File: config.mk
export PLATFORM = sky130hd
export DESIGN_NAME = addsub_serial
export DESIGN_NICKNAME = d
export VERILOG_FILES = /design/src/rtl/addsub_pkg.sv /design/src/rtl/adder_chunk.sv /design/src/rtl/addsub_serial.sv
export SDC_FILE = /design/constraint.sdc
export NUM_CORES = 1
export LEC_CHECK = 0
export BUFFER_PORTS_ARGS = -buffer_cell sky130_fd_sc_hd__buf_2
export CORE_MARGIN = 2
export CORE_UTILIZATION = 59
export DETAILED_ROUTE_END_ITERATION = 12
export GPL_TIMING_DRIVEN = 0
export PLACE_DENSITY_LB_ADDON = 0.15
export SLEW_MARGIN = 20
export SYNTH_ARGS = -nofsm -noshare
export SYNTH_HDL_FRONTEND = slang
export SYNTH_SLANG_ARGS = --single-unit
export TNS_END_PERCENT = 5
File: constraint.sdc
create_clock -name clk -period 8.4 [get_ports clk]
set_clock_uncertainty 0.05 [all_clocks]
set_input_delay 1.26 -clock clk [delete_from_list [all_inputs] [get_ports clk]]
set_output_delay 1.26 -clock clk [all_outputs]
set_load 0.03 [all_outputs]
File: src/rtl/addsub_pkg.sv
// Shared definitions for the serial add/subtract unit: op encodings and FSM states.
package addsub_pkg;

  localparam int unsigned OP_W = 2;

  localparam logic [OP_W-1:0] OP_ADD = 2'b00;
  localparam logic [OP_W-1:0] OP_SUB = 2'b01;
  localparam logic [OP_W-1:0] OP_INC = 2'b10;
  localparam logic [OP_W-1:0] OP_DEC = 2'b11;

  typedef enum logic [1:0] {
    IDLE = 2'b00,
    RUN  = 2'b01,
    DONE = 2'b10
  } state_t;

endpackage

File: src/rtl/adder_chunk.sv
// CHUNK-bit combinational ripple adder; also exposes the carry into its top bit
// so the caller can derive signed overflow on the final chunk.
module adder_chunk #(
  parameter int unsigned CHUNK = 4
) (
  input  logic [CHUNK-1:0] a,
  input  logic [CHUNK-1:0] b,
  input  logic             cin,
  output logic [CHUNK-1:0] sum,
  output logic             cout,
  output logic             msb_cin
);

  logic [CHUNK:0] c;

  always_comb begin
    sum  = '0;
    c    = '0;
    c[0] = cin;
    for (int i = 0; i < int'(CHUNK); i++) begin
      sum[i]  = a[i] ^ b[i] ^ c[i];
      c[i+1]  = (a[i] & b[i]) | (c[i] & (a[i] ^ b[i]));
    end
  end

  assign cout    = c[CHUNK];
  assign msb_cin = c[CHUNK-1];

endmodule

File: src/rtl/addsub_serial.sv
// Multi-cycle add/subtract unit: one CHUNK-wide adder is reused over WIDTH/CHUNK
// cycles, with valid/ready handshakes on request and result.
module addsub_serial
  import addsub_pkg::*;
#(
  parameter int unsigned WIDTH = 16,
  parameter int unsigned CHUNK = 4
) (
  input  logic             clk,
  input  logic             rst_n,
  input  logic             in_valid,
  output logic             in_ready,
  input  logic [WIDTH-1:0] a,
  input  logic [WIDTH-1:0] b,
  input  logic [OP_W-1:0]  op,
  output logic             out_valid,
  input  logic             out_ready,
  output logic [WIDTH-1:0] result,
  output logic             carry,
  output logic             overflow,
  output logic             zero
);

  localparam int unsigned N  = WIDTH / CHUNK;
  localparam int unsigned KW = (N > 1) ? $clog2(N) : 1;
  localparam logic [KW-1:0] K_LAST = KW'(N - 1);

  if ((WIDTH % CHUNK) != 0) begin : g_bad_chunk
    $error("addsub_serial: WIDTH must be a multiple of CHUNK");
  end

  state_t           state, state_next;
  logic [KW-1:0]    k, k_next;
  logic [WIDTH-1:0] a_reg, a_next;
  logic [WIDTH-1:0] b_reg, b_next;
  logic             cy, cy_next;
  logic [WIDTH-1:0] result_next, res_work;
  logic             carry_next, overflow_next, zero_next;
  logic             sub;
  int unsigned      base;

  logic [CHUNK-1:0] sum;
  logic             cout, msb_cin;

  assign base = 32'(k) * CHUNK;
  assign sub  = (op == OP_SUB) || (op == OP_DEC);

  adder_chunk #(.CHUNK(CHUNK)) u_adder (
    .a       (a_reg[base +: CHUNK]),
    .b       (b_reg[base +: CHUNK]),
    .cin     (cy),
    .sum     (sum),
    .cout    (cout),
    .msb_cin (msb_cin)
  );

  // Reset holds off acceptance even though the state register already reads IDLE.
  assign in_ready = rst_n && (state == IDLE);

  // Next-state and datapath update.
  always_comb begin
    state_next    = state;
    k_next        = k;
    a_next        = a_reg;
    b_next        = b_reg;
    cy_next       = cy;
    result_next   = result;
    carry_next    = carry;
    overflow_next = overflow;
    zero_next     = zero;
    res_work      = result;
    res_work[base +: CHUNK] = sum;

    case (state)
      IDLE: begin
        if (in_valid) begin
          a_next     = a;
          b_next     = (((op == OP_INC) || (op == OP_DEC)) ? WIDTH'(1) : b) ^ {WIDTH{sub}};
          cy_next    = sub;
          k_next     = '0;
          state_next = RUN;
        end
      end
      RUN: begin
        result_next = res_work;
        cy_next     = cout;
        if (k == K_LAST) begin
          carry_next    = cout;
          overflow_next = msb_cin ^ cout;
          zero_next     = (res_work == '0);
          k_next        = '0;
          state_next    = DONE;
        end else begin
          k_next = k + 1'b1;
        end
      end
      DONE: begin
        if (out_ready) state_next = IDLE;
      end
      default: state_next = IDLE;
    endcase
  end

  always_ff @(posedge clk) begin
    if (!rst_n) begin
      state     <= IDLE;
      k         <= '0;
      a_reg     <= '0;
      b_reg     <= '0;
      cy        <= 1'b0;
      result    <= '0;
      carry     <= 1'b0;
      overflow  <= 1'b0;
      zero      <= 1'b0;
      out_valid <= 1'b0;
    end else begin
      state     <= state_next;
      k         <= k_next;
      a_reg     <= a_next;
      b_reg     <= b_next;
      cy        <= cy_next;
      result    <= result_next;
      carry     <= carry_next;
      overflow  <= overflow_next;
      zero      <= zero_next;
      out_valid <= (state_next == DONE);
    end
  end

endmodule

# [After elaboration in Yosys (flattened, before gate mapping)]
# Cells that the tools add are included.
# W data, S select, Z words.
[totals] register_bits=57 input_bits=38 out_inout_bits=21 elab_cells=66
[classes] n_addsub=2 eq_ne=8 shift=4 muxes=11 bitwise_logic=22 n_reduce_logical=9
[ops] cell="$neg A4 Y34" count=1
[ops] cell="$shift A4 B34 Y16 const A" count=1
[ops] cell="$shiftx A4 B34 Y16" count=1
[ops] cell="$shiftx A16 B5 Y4" count=2
[ops] cell="$bwmux W16" count=1
[ops] cell="$logic_not A16 Y1" count=1
[ops] cell="$mux W16" count=1
[ops] cell="$xor A16 B16 Y16" count=1
[ops] cell="$eq A2 B2 Y1 const B" count=5
[ops] cell="$mux W2" count=5
[ops] cell="$xor A1 B1 Y1" count=9
[ops] cell="$and A1 B1 Y1" count=8
[ops] cell="$pmux W2 S3" count=1
[ops] cell="$reduce_and A2 Y1" count=3
[ops] cell="$eq A2 B1 Y1 const B" count=2
[ops] cell="$or A1 B1 Y1" count=4
[ops] cell="$pmux W2 S2" count=1
[ops] cell="$add A2 B1 Y2 const B" count=1
[ops] cell="$logic_not A2 Y1" count=1
[ops] cell="$logic_or A1 B1 Y1" count=2
[ops] cell="$ne A2 B2 Y1 const B" count=1
[ops] cell="$pmux W1 S2" count=1
[ops] cell="$reduce_bool A2 Y1" count=1
[ops] cell="$logic_and A1 B1 Y1" count=1
[ops] cell="$mux W1" count=1

# [Logic depth before layout (Yosys ltp)]
# Gate-level depths: netlist of run 1.
[depth] ltp_word=12 mapped_depth=14 ltp_nobuf=12

# [Modules after synthesis]
# A second synthesis of run 1 with hierarchy kept.
[unflattened] cells_unflattened=318 area_unflattened_um2=2929.1
[by_module_without_submodules] mod="addsub_serial" instances=1 cells_per_inst=306 area_per_inst_um2=2819.0 seq_area_each_um2=1141.1
[by_module_without_submodules] mod="adder_chunk" instances=1 cells_per_inst=12 area_per_inst_um2=110.1 seq_area_each_um2=0.0

# [Worst setup path before layout of run 1]
# No wires, ideal clock.
[synth_timing] path_type="register to register" startpoint="register k[0]" endpoint="register zero" setup_ns=0.075 arrival_time_ns=3.440 required_ns=8.275 path_slack_ns=4.836 path_stages_with_launch=15 n_path_buf=2 synth_period_minus_slack_ns=3.564 cell_sequence="dfxtp_1 > buf_2 > buf_2 > mux4_2 > inv_1 > fa_1 > inv_1 > fa_1 > inv_1 > fa_1 > fa_1 > and3b_1 > o22ai_1 > or4_1 > o22ai_1"
[synth_between] elab_chain_cells=12
[synth_lines] element="start, declared" line_no="addsub_serial.sv:33" source="logic [KW-1:0] k, k_next;"
[synth_lines] element="start signal, assigned" line_no="addsub_serial.sv:118" source="k <= k_next;"
[synth_lines] element="$shiftx A16 B5 Y4 (on tied branches)" line_no="addsub_serial.sv:49, addsub_serial.sv:50"
[synth_lines] element="$xor A1 B1 Y1" line_no="adder_chunk.sv:21, adder_chunk.sv:22"
[synth_lines] element="$and A1 B1 Y1" line_no="adder_chunk.sv:22" source="c[i+1] = (a[i] & b[i]) | (c[i] & (a[i] ^ b[i]));"
[synth_lines] element="$or A1 B1 Y1" line_no="adder_chunk.sv:22"
[synth_lines] element="$and A1 B1 Y1" line_no="adder_chunk.sv:22"
[synth_lines] element="$or A1 B1 Y1" line_no="adder_chunk.sv:22"
[synth_lines] element="$and A1 B1 Y1" line_no="adder_chunk.sv:22"
[synth_lines] element="$or A1 B1 Y1" line_no="adder_chunk.sv:22"
[synth_lines] element="$xor A1 B1 Y1" line_no="adder_chunk.sv:21" source="sum[i] = a[i] ^ b[i] ^ c[i];"
[synth_lines] element="$shiftx A4 B34 Y16" line_no="addsub_serial.sv:72" source="res_work[base +: CHUNK] = sum;"
[synth_lines] element="$bwmux W16" line_no="addsub_serial.sv:72"
[synth_lines] element="$logic_not A16 Y1" line_no="addsub_serial.sv:90" source="zero_next = (res_work == '0);"
[synth_lines] element="end signal, assigned" line_no="addsub_serial.sv:125" source="zero <= zero_next;"
[synth_lines] element="end, declared" line_no="addsub_serial.sv:21" source="output logic zero"
# Several ways; a longest one is shown, not always the timed one.
# A chain may end at the register's enable or synchronous reset.

# [Worst setup path in the final report of run 1]
[layout_timing] startpoint="register k[1]" endpoint="register zero"
# The elaborated chain is that of the path after synthesis.

==> reports/summary.md, run 1 <==
Summed over all nets, the switching power comes to 0.183 mW. The total via count after detailed routing was 2537; the estimated wirelength of the detail-placed design was 4850 um. Final number of hold-violating endpoints: 0.

The portion of total power attributed to combinational logic was 20.0%. The worst setup path is of the flop to flop kind. In this run the worst path has a maximum fanout of 10. The post-layout minimum cycle time was 4.08 ns.

For this run, design rule violations remaining after detail routing come to 0. The mean number of vias per cell is 5.53, and the sum of negative setup slack is 0 ns. The switching portion of total power is 28.9%, and the number of hold-repair buffers added at the cts stage is 0. For the worst setup path, the data arrival time is 4.29 ns.

The share of synthesized area in the top cell type comes to 38.6%. The type of the most critical hold path was flop to flop. In this run, distinct cell masters in the synthesized netlist total 36.

Sorting the synthesized cells by area gives the leading types as dfxtp_1 39%, nand2_1 7.7%, nor2b_1 6.6%. The reported leakage power was 1.58 nW. The cell sitting at the root of the clock tree is a clkbuf_8. The antenna diode instance count came out at 0. Leaving out fill and tap cells, the most frequent cell in the layout is buf_2. For the pin with the worst max-slew slack, the measured transition is 0.622 ns. The worst hold slack across all endpoints is 0.416 ns.

The die covers 0.00559 mm2. The cell count after synthesis came out at 319. In this run the tightest slew margin relative to its limit is 58.5%. Post-CTS repair changed the size of 0 cells.

For the clock insertion delay at the later pin of the skew report, the log shows 0.35 ns. After clock tree synthesis, the clock-pin slew on the worst setup and hold paths is 0.07 ns. The final critical path takes up 48.5% of the cycle. The first global-routing pass estimated 10800 um of wire. Setup violations remaining at the end of the flow were counted as 0. Across the run, the number of max-cap violations was 0. For the combined area of all synthesized cells, the log shows 0.00296 mm2. STA puts the critical path data required time at 8.61 ns. Pin count of the biggest net entering global routing: 11. Registers are responsible for 46.5% of the overall power.

The run gives 3 as the level count of the clock H-tree. After floorplanning, the core was sized to cover 0.00479 mm2. For this run, the number of Yosys warnings is 0. Buffers added to address setup during post-CTS repair amount to 0. VDD sags by at most 0.000157 V. After the last flow step, the layout net total stands at 435.

The first detailed-routing pass ran for 4 iterations. For the portion of total power attributed to the clock network, the log shows 33.5%. The design draws 0.633 mW. The number of placement rows came out at 25. The internal power component came out at 0.450 mW.

After the first detailed-routing iteration, the DRC count stood at 164. The final count of pins violating max slew came out at 0. Relative to the synthesized area, the layout overhead comes to 17.7%.

The number of nets in the synthesized netlist is 367, and the weighted congestion reported at the end of routability-driven placement is 0.886. The post-route netlist has 23.0% of its cells at a drive strength greater than 1. For this design the ratio of total power to cell area is 182 mW/mm2. TritonCTS built the clock tree. In the final routed layout, each cell accounts on average for 14.6 um. The tools report the initial core utilization as 61.8%.

The number of clock buffers inserted by TritonCTS was 9; the clock sink count was 57. Summed over all layers, the global routing overflow is 0. The floorplan step set the die height to 74.8 um. Setup repair after global routing left no endpoint under its margin.

Remaining number of nets flagged by the antenna check after routing: 0. The largest area contributor in the netlist is dfxtp_1. 59 I/O pins were placed. The tools report the number of antenna violations at the first check in global routing as 0. The clock passes through at most 2 buffers. The kind of end point of the critical path was a flop.

Timing would allow up to 245 MHz. The register bit total from synthesis was 57; the combined global-route utilization of all metal layers was 26.3%. For this block, the routed nets add up to 6680 um of wire. The critical path launch point type was a flop.

The count of buffers added on input and output ports is 57. In this run the mean area of a mapped cell was 9.27 um2. The tools report the sequential cell area fraction in the yosys report as 38.6%. The flow ran to the end, and the final reports show no timing, DRC or antenna violations. Leaving out fill and tap cells, the most frequent cells in the layout are 65 x buf_2, 61 x nand2_1, 57 x dfxtp_1. The number of global-route vias before repair is 2362, and the horizontal extent of the die is 74.8 um.
[synth_stat cells (all sizes together)]
library cell  count
nand3b            2
nand2            61
o311ai            1
nand3             6
or4               1
dfxtp            57
clkbuf           13
o2bb2ai           3
xnor2            17
o21a              1
fa                4
nor3b             2
a2bb2oi          11
or3               1
nor3              2
inv              13
nand4b            2
ha                6
or3b              1
buf               9
a21oi             3
mux4              8
o22ai             4
o211a            19
nor2              5
a31oi             2
mux2i             1
and2              5
a31o              1
and3b             2
a21boi           20
nand2b            2
or2               1
nor4              2
nor2b            31
[stage by stage]
step,setup slack [ns],util [%],cell area [um2],instances
3_5_place_dp,4.38,69.5,3330,443
6_report,4.32,72.7,3480,459
2_1_floorplan,4.84,-,2960,319
4_1_cts,4.36,72.7,3480,459
3_3_place_gp,4.39,69.5,3330,443
5_1_grt,4.16,72.7,3480,459
[path summary, 6_finish.rpt]
| path | startpoint | endpoint | slack (ns) | depth (start not counted) |
|---|---|---|---|---|
| setup / recovery | k[1] | zero | 4.32 | 13 |
| hold / removal | a_reg[9] | a_reg[9] | 0.42 | 2 |
| setup reg to reg | k[1] | zero | 4.32 | 13 |
| hold reg to reg | a_reg[9] | a_reg[9] | 0.42 | 2 |
[worst max-delay path, stage by stage (launching register included)]
cell and delay (ns):
dfxtp_1 0.38, clkbuf_1 0.51, mux4_2 0.33, inv_1 0.06, fa_1 0.39, inv_1 0.08
fa_1 0.17, inv_1 0.06, fa_1 0.43, fa_1 0.70, and3b_1 0.21, o22ai_1 0.07
or4_1 0.43, o22ai_1 0.15
[cells by family after synthesis]
family / count (synthesis) / synth area share, %
buf+inv: 35 / 5.04
compound gates: 65 / 18.3
flops: 57 / 38.6
mux: 9 / 6.43
fa+ha+maj: 10 / 5.25
simple gates: 126 / 21.4
xor+xnor: 17 / 5.04
[metal layers]
layer  vias up  GRT usage (%)  routed length [um]
met3        14           5.89                 367
met5         -              0                   0
met4         0           13.9                 153
li1       1235              -                   -
met2        97           43.3                3260
met1      1191           32.2                2900
[power groups by stage]
| stage | combinational, mW | clock [mW] | sequential (mW) |
|---|---|---|---|
| after floorplan | 0.0893 | 0 | 0.301 |
| after global placement | 0.124 | 0 | 0.299 |
| after detailed placement | 0.126 | 0 | 0.300 |
| after CTS | 0.127 | 0.213 | 0.294 |
| after global routing | 0.139 | 0.227 | 0.295 |
| final | 0.127 | 0.212 | 0.294 |
[layout make-up]
cell class	instances	area (um2)
plain buffers	22	100
clock inverters	4	20.0
well taps	67	83.8
flip-flops and latches	57	1140
fillers	380	1310
clock buffers	12	135
multi-input cells	227	1670
repair buffers	57	285
inverters	13	48.8
No activity file was read; power rests on OpenSTA's default activity.
==> run 2, diff against run 1 <==
- ABC_AREA: default -> 1
- CORE_UTILIZATION: 59 -> 50
- clock period: 8.4 -> 3.3 ns (I/O delays scaled with it)
==> reports/summary.md, run 2 <==
The wire length per cell is 12.8 um (was 14.6 um). Most instantiated library cell after synthesis: nor2_1 (was nand2_1). The deepest clock path buffer count came out at 2 (unchanged). The most instantiated flip-flop cell in the synthesis netlist is dfxtp_1 (unchanged).

The count of flip-flops with a built-in enable after synthesis is 0 (unchanged), and the final count of pins violating max slew is 0 (unchanged). The tools report the number of instances in the synthesized netlist as 425 (was 319). The power density normalized to cell area works out to 545 mW/mm2 (was 182 mW/mm2).

The number of global-route vias before repair is 2803 (was 2362), and the total buffers and inverters traversed by the critical path is 5 (was 4). For the total iterations of the first detailed-routing run, the log shows 4 (unchanged). Commonest cells post-synth: 86 x nor2_1, 75 x nand2_1, 57 x dfxtp_1 (was 61 x nand2_1, 57 x dfxtp_1, 31 x nor2b_1). The overall overflow remaining after global route is 0 (unchanged). The run gives 3 (unchanged) as the level count of the clock H-tree. The actual transition at the worst max-transition pin was 0.493 ns (was 0.622 ns); the remaining number of nets flagged by the antenna check after routing was 0 (unchanged). The logs give 7500 um (was 6680 um) for the final wirelength and 0.623 mW (was 0.183 mW) for the switching power total. The minimum setup slack in the final design was -0.0720 ns (was 4.32 ns); the number of setup violations in the final report was 1 (was 0).

The area of the core was 0.00589 mm2 (was 0.00479 mm2). The number of nets in the synthesized netlist came out at 473 (was 367). For the highest achievable clock rate, the log shows 297 MHz (was 245 MHz). The type of the worst setup path was flop to flop (unchanged). The pin count of the biggest net entering global routing is 14 (was 11), and the share of synthesized registers carrying an async set or reset is 0% (unchanged).

The most common cell after layout, fill and taps aside is nor2_1 (was buf_2). For the number of placement rows, the log shows 28 (was 25). The sequential cell area fraction in the yosys report came out at 37.7% (was 38.6%).

The die outline height came out at 81.8 um (was 74.8 um). The run gives 9 (unchanged) as the number of clock buffers inserted by TritonCTS. Leading cell types by total area after synthesis: dfxtp_1 38%, nor2_1 11%, nand2_1 9.3% (was dfxtp_1 39%, nand2_1 7.7%, nor2b_1 6.6%). The required time of the critical path is 3.52 ns (was 8.61 ns), and the number of hold-repair buffers added at the cts stage is 0 (unchanged). The reported leakage power came out at 1.87 nW (was 1.58 nW).

The fill cell instance count of the final layout is 536 (was 380), and the clock transition at the register clock pins on the worst setup and hold paths after CTS is 0.07 ns (about the same). The number of DRC violations after detailed routing is 0 (unchanged), and the sequential cell fraction of total power is 37.4% (was 46.5%). Number of port buffers: 57 (unchanged). The checks that failed: setup timing.

The cell seen most often among critical-path stages is fa_2 (was fa_1). The layout cell share with drive strength beyond 1 works out to 25.6% (was 23.0%). The type of the most critical hold path was input port to flop (was flop to flop). The combined global-route utilization of all metal layers was 24.2% (was 26.3%); the portion of total power attributed to the clock network was 38.9% (was 33.5%).

The initial core utilization came out at 51.4% (was 61.8%). The mean number of vias per cell came out at 5.08 (was 5.53). The final number of hold-violating endpoints is 0 (unchanged). Family of cells with the greatest summed delay on the critical path: adder cells (unchanged). TritonCTS built the clock tree.

The normalized max-slew margin is 67.1% (was 58.5%), and the first-pass GRT wire length is 12500 um (was 10800 um). The horizontal extent of the die is 81.8 um (was 74.8 um). The run gives 120 (was 164) as the number of DRC markers in iteration 0. The critical hold path startpoint was a[2] (was a_reg[9]). The relative area change from synthesis to final layout is 26.5% (was 17.7%), and the number of antenna violations at the first check in global routing is 0 (unchanged). Setup repair after global routing could not meet its margin everywhere. Library cell used as clock root buffer: clkbuf_8 (unchanged). The die outline area came out at 0.00668 mm2 (was 0.00559 mm2).

The max-capacitance violation count is 0 (unchanged), and the maximum cell stage delay along the critical path is 0.55 ns (was 0.70 ns). The switching portion of total power is 29.9% (was 28.9%), and the clock sink count is 57 (unchanged). The number of warnings reported in the yosys synthesis log is 0 (unchanged), and the area share of the leading cell type in the synthesized netlist is 37.7% (was 38.6%). Post-layout minimum cycle time: 3.37 ns (was 4.08 ns). The tools report the critical path launch point type as a flop (unchanged). The largest area contributor in the netlist is dfxtp_1 (unchanged).

For the data arrival time of the critical path, the log shows 3.59 ns (was 4.29 ns). The register bit total from synthesis works out to 57 (unchanged). Clock insertion delay at the later pin of the skew report: 0.33 ns (was 0.35 ns). The tools report the weighted congestion reported at the end of routability-driven placement as 0.916 (was 0.886). The worst hold slack across all endpoints was 0.332 ns (was 0.416 ns).

The distinct cell type count of the synthesized netlist was 34 (was 36). The top-level port count was 59 (unchanged); the biggest fanout along the worst timing path was 5 (was 10). The run gives 1.46 mW (was 0.450 mW) as the internal power component.

For the estimated wirelength of the detail-placed design, the log shows 5260 um (was 4850 um). The run gives 0.00302 mm2 (was 0.00296 mm2) as the combined area of all synthesized cells. The run finished, with violations left. Commonest cells after routing, fill and taps aside: 81 x nor2_1, 73 x nand2_1, 65 x buf_2 (was 65 x buf_2, 61 x nand2_1, 57 x dfxtp_1). The portion of total power attributed to combinational logic came out at 23.7% (was 20.0%). The tools report the first element of the critical path as k[0] (was k[1]).

The start of the worst register-to-register path was k[0] (was k[1]). The logs give 2.09 mW (was 0.633 mW) for the post-layout total power and 2974 (was 2537) for the total via count after detailed routing. The slowest cell on the critical path is fa_1 (unchanged).

The mean instance size in the synthesized netlist is 7.11 um2 (was 9.27 um2), and the largest vdd supply drop is 0.000348 V (was 0.000157 V). The share of the cycle needed by the critical path after routing was 102% (was 48.5%). The tools report the kind of end point of the critical path as a flop (unchanged). The number of nets in the final layout is 554 (was 435), and the antenna diode instance count is 0 (unchanged). Cell-by-cell trace of the critical path: buf_6, buf_8, buf_6, a21oi_1, a32o_2, fa_2, inv_2, fa_2, inv_2, fa_2, fa_1, nand3b_1, nand2_2, nor2_2, nand2_1, nor2_2, nand3_2, a21oi_2 (was clkbuf_1, mux4_2, inv_1, fa_1, inv_1, fa_1, inv_1, fa_1, fa_1, and3b_1, o22ai_1, or4_1, o22ai_1).
run 2: power groups by stage:
stage | sequential [mW] | combinational, mW | clock [mW]
3_5_place_dp | 0.795 | 0.438 | 0
4_1_cts | 0.779 | 0.469 | 0.816
6_report | 0.780 | 0.494 | 0.812
2_1_floorplan | 0.821 | 0.289 | 0
3_3_place_gp | 0.793 | 0.430 | 0
5_1_grt | 0.787 | 0.552 | 0.845
run 2: final timing paths:
check	endpoint	slack, ns	cells past startpoint
worst max-delay path	zero	-0.07	18
worst min-delay path	a_reg[2]	0.33	3
worst max register to register	zero	-0.07	18
worst min register to register	overflow	0.42	2
run 2: worst reg2reg max path, stage by stage, from the launching register on:
cell and delay (ns):
dfxtp_2 0.34, buf_6 0.13, buf_8 0.11, buf_6 0.11
a21oi_1 0.06, a32o_2 0.23, fa_2 0.33, inv_2 0.06
fa_2 0.18, inv_2 0.04, fa_2 0.36, fa_1 0.55
nand3b_1 0.17, nand2_2 0.09, nor2_2 0.11, nand2_1 0.07
nor2_2 0.13, nand3_2 0.08, a21oi_2 0.13
run 2: per-layer routing:
metal  wire length [um]  GRT usage (%)  up-vias
met5                  0              0        -
met3                279           5.49       11
met2               3860           42.4       64
li1                   -              -     1527
met4                 89           8.33        0
met1               3280           29.2     1372
run 2: layout make-up:
type | instances | area, um2 | share of cell area, %
buffer | 22 | 149 | 3.89
multi-input combinational | 303 | 1630 | 42.6
clock inverter | 6 | 105 | 2.75
inverter | 42 | 169 | 4.42
timing repair buffer | 71 | 394 | 10.3
tap | 75 | 93.8 | 2.45
clock buffer | 10 | 138 | 3.60
sequential | 57 | 1150 | 30.0
run 2: logic make-up after synthesis:
kind of cell	synth area share, %
and+or+nand+nor	24.1
DFF	37.7
xor gates and xnor gates	4.93
AOI/OAI and AO/OA	18.4
buffers and inverters	9.69
adders and majority gates	5.13
run 2: metrics by stage:
step	instance area, um2	worst slack [ns]	util [%]	cells	TNS [ns]
2_1_floorplan	3030	0.00696	-	425	0
3_3_place_gp	3410	-0.526	57.9	557	-1.45
3_5_place_dp	3410	-0.560	57.9	557	-1.67
4_1_cts	3770	-0.0792	64.0	583	-0.0792
5_1_grt	3820	-0.243	65.0	586	-0.243
6_report	3820	-0.0720	65.0	586	-0.0720
run 2: what timing repair did:
action                                  CTS  global route
buffers inserted                         11             3
gates cloned                              0             0
endpoints found under the setup margin    6             4
pin swaps                                 5             9
resized for setup                        17            15
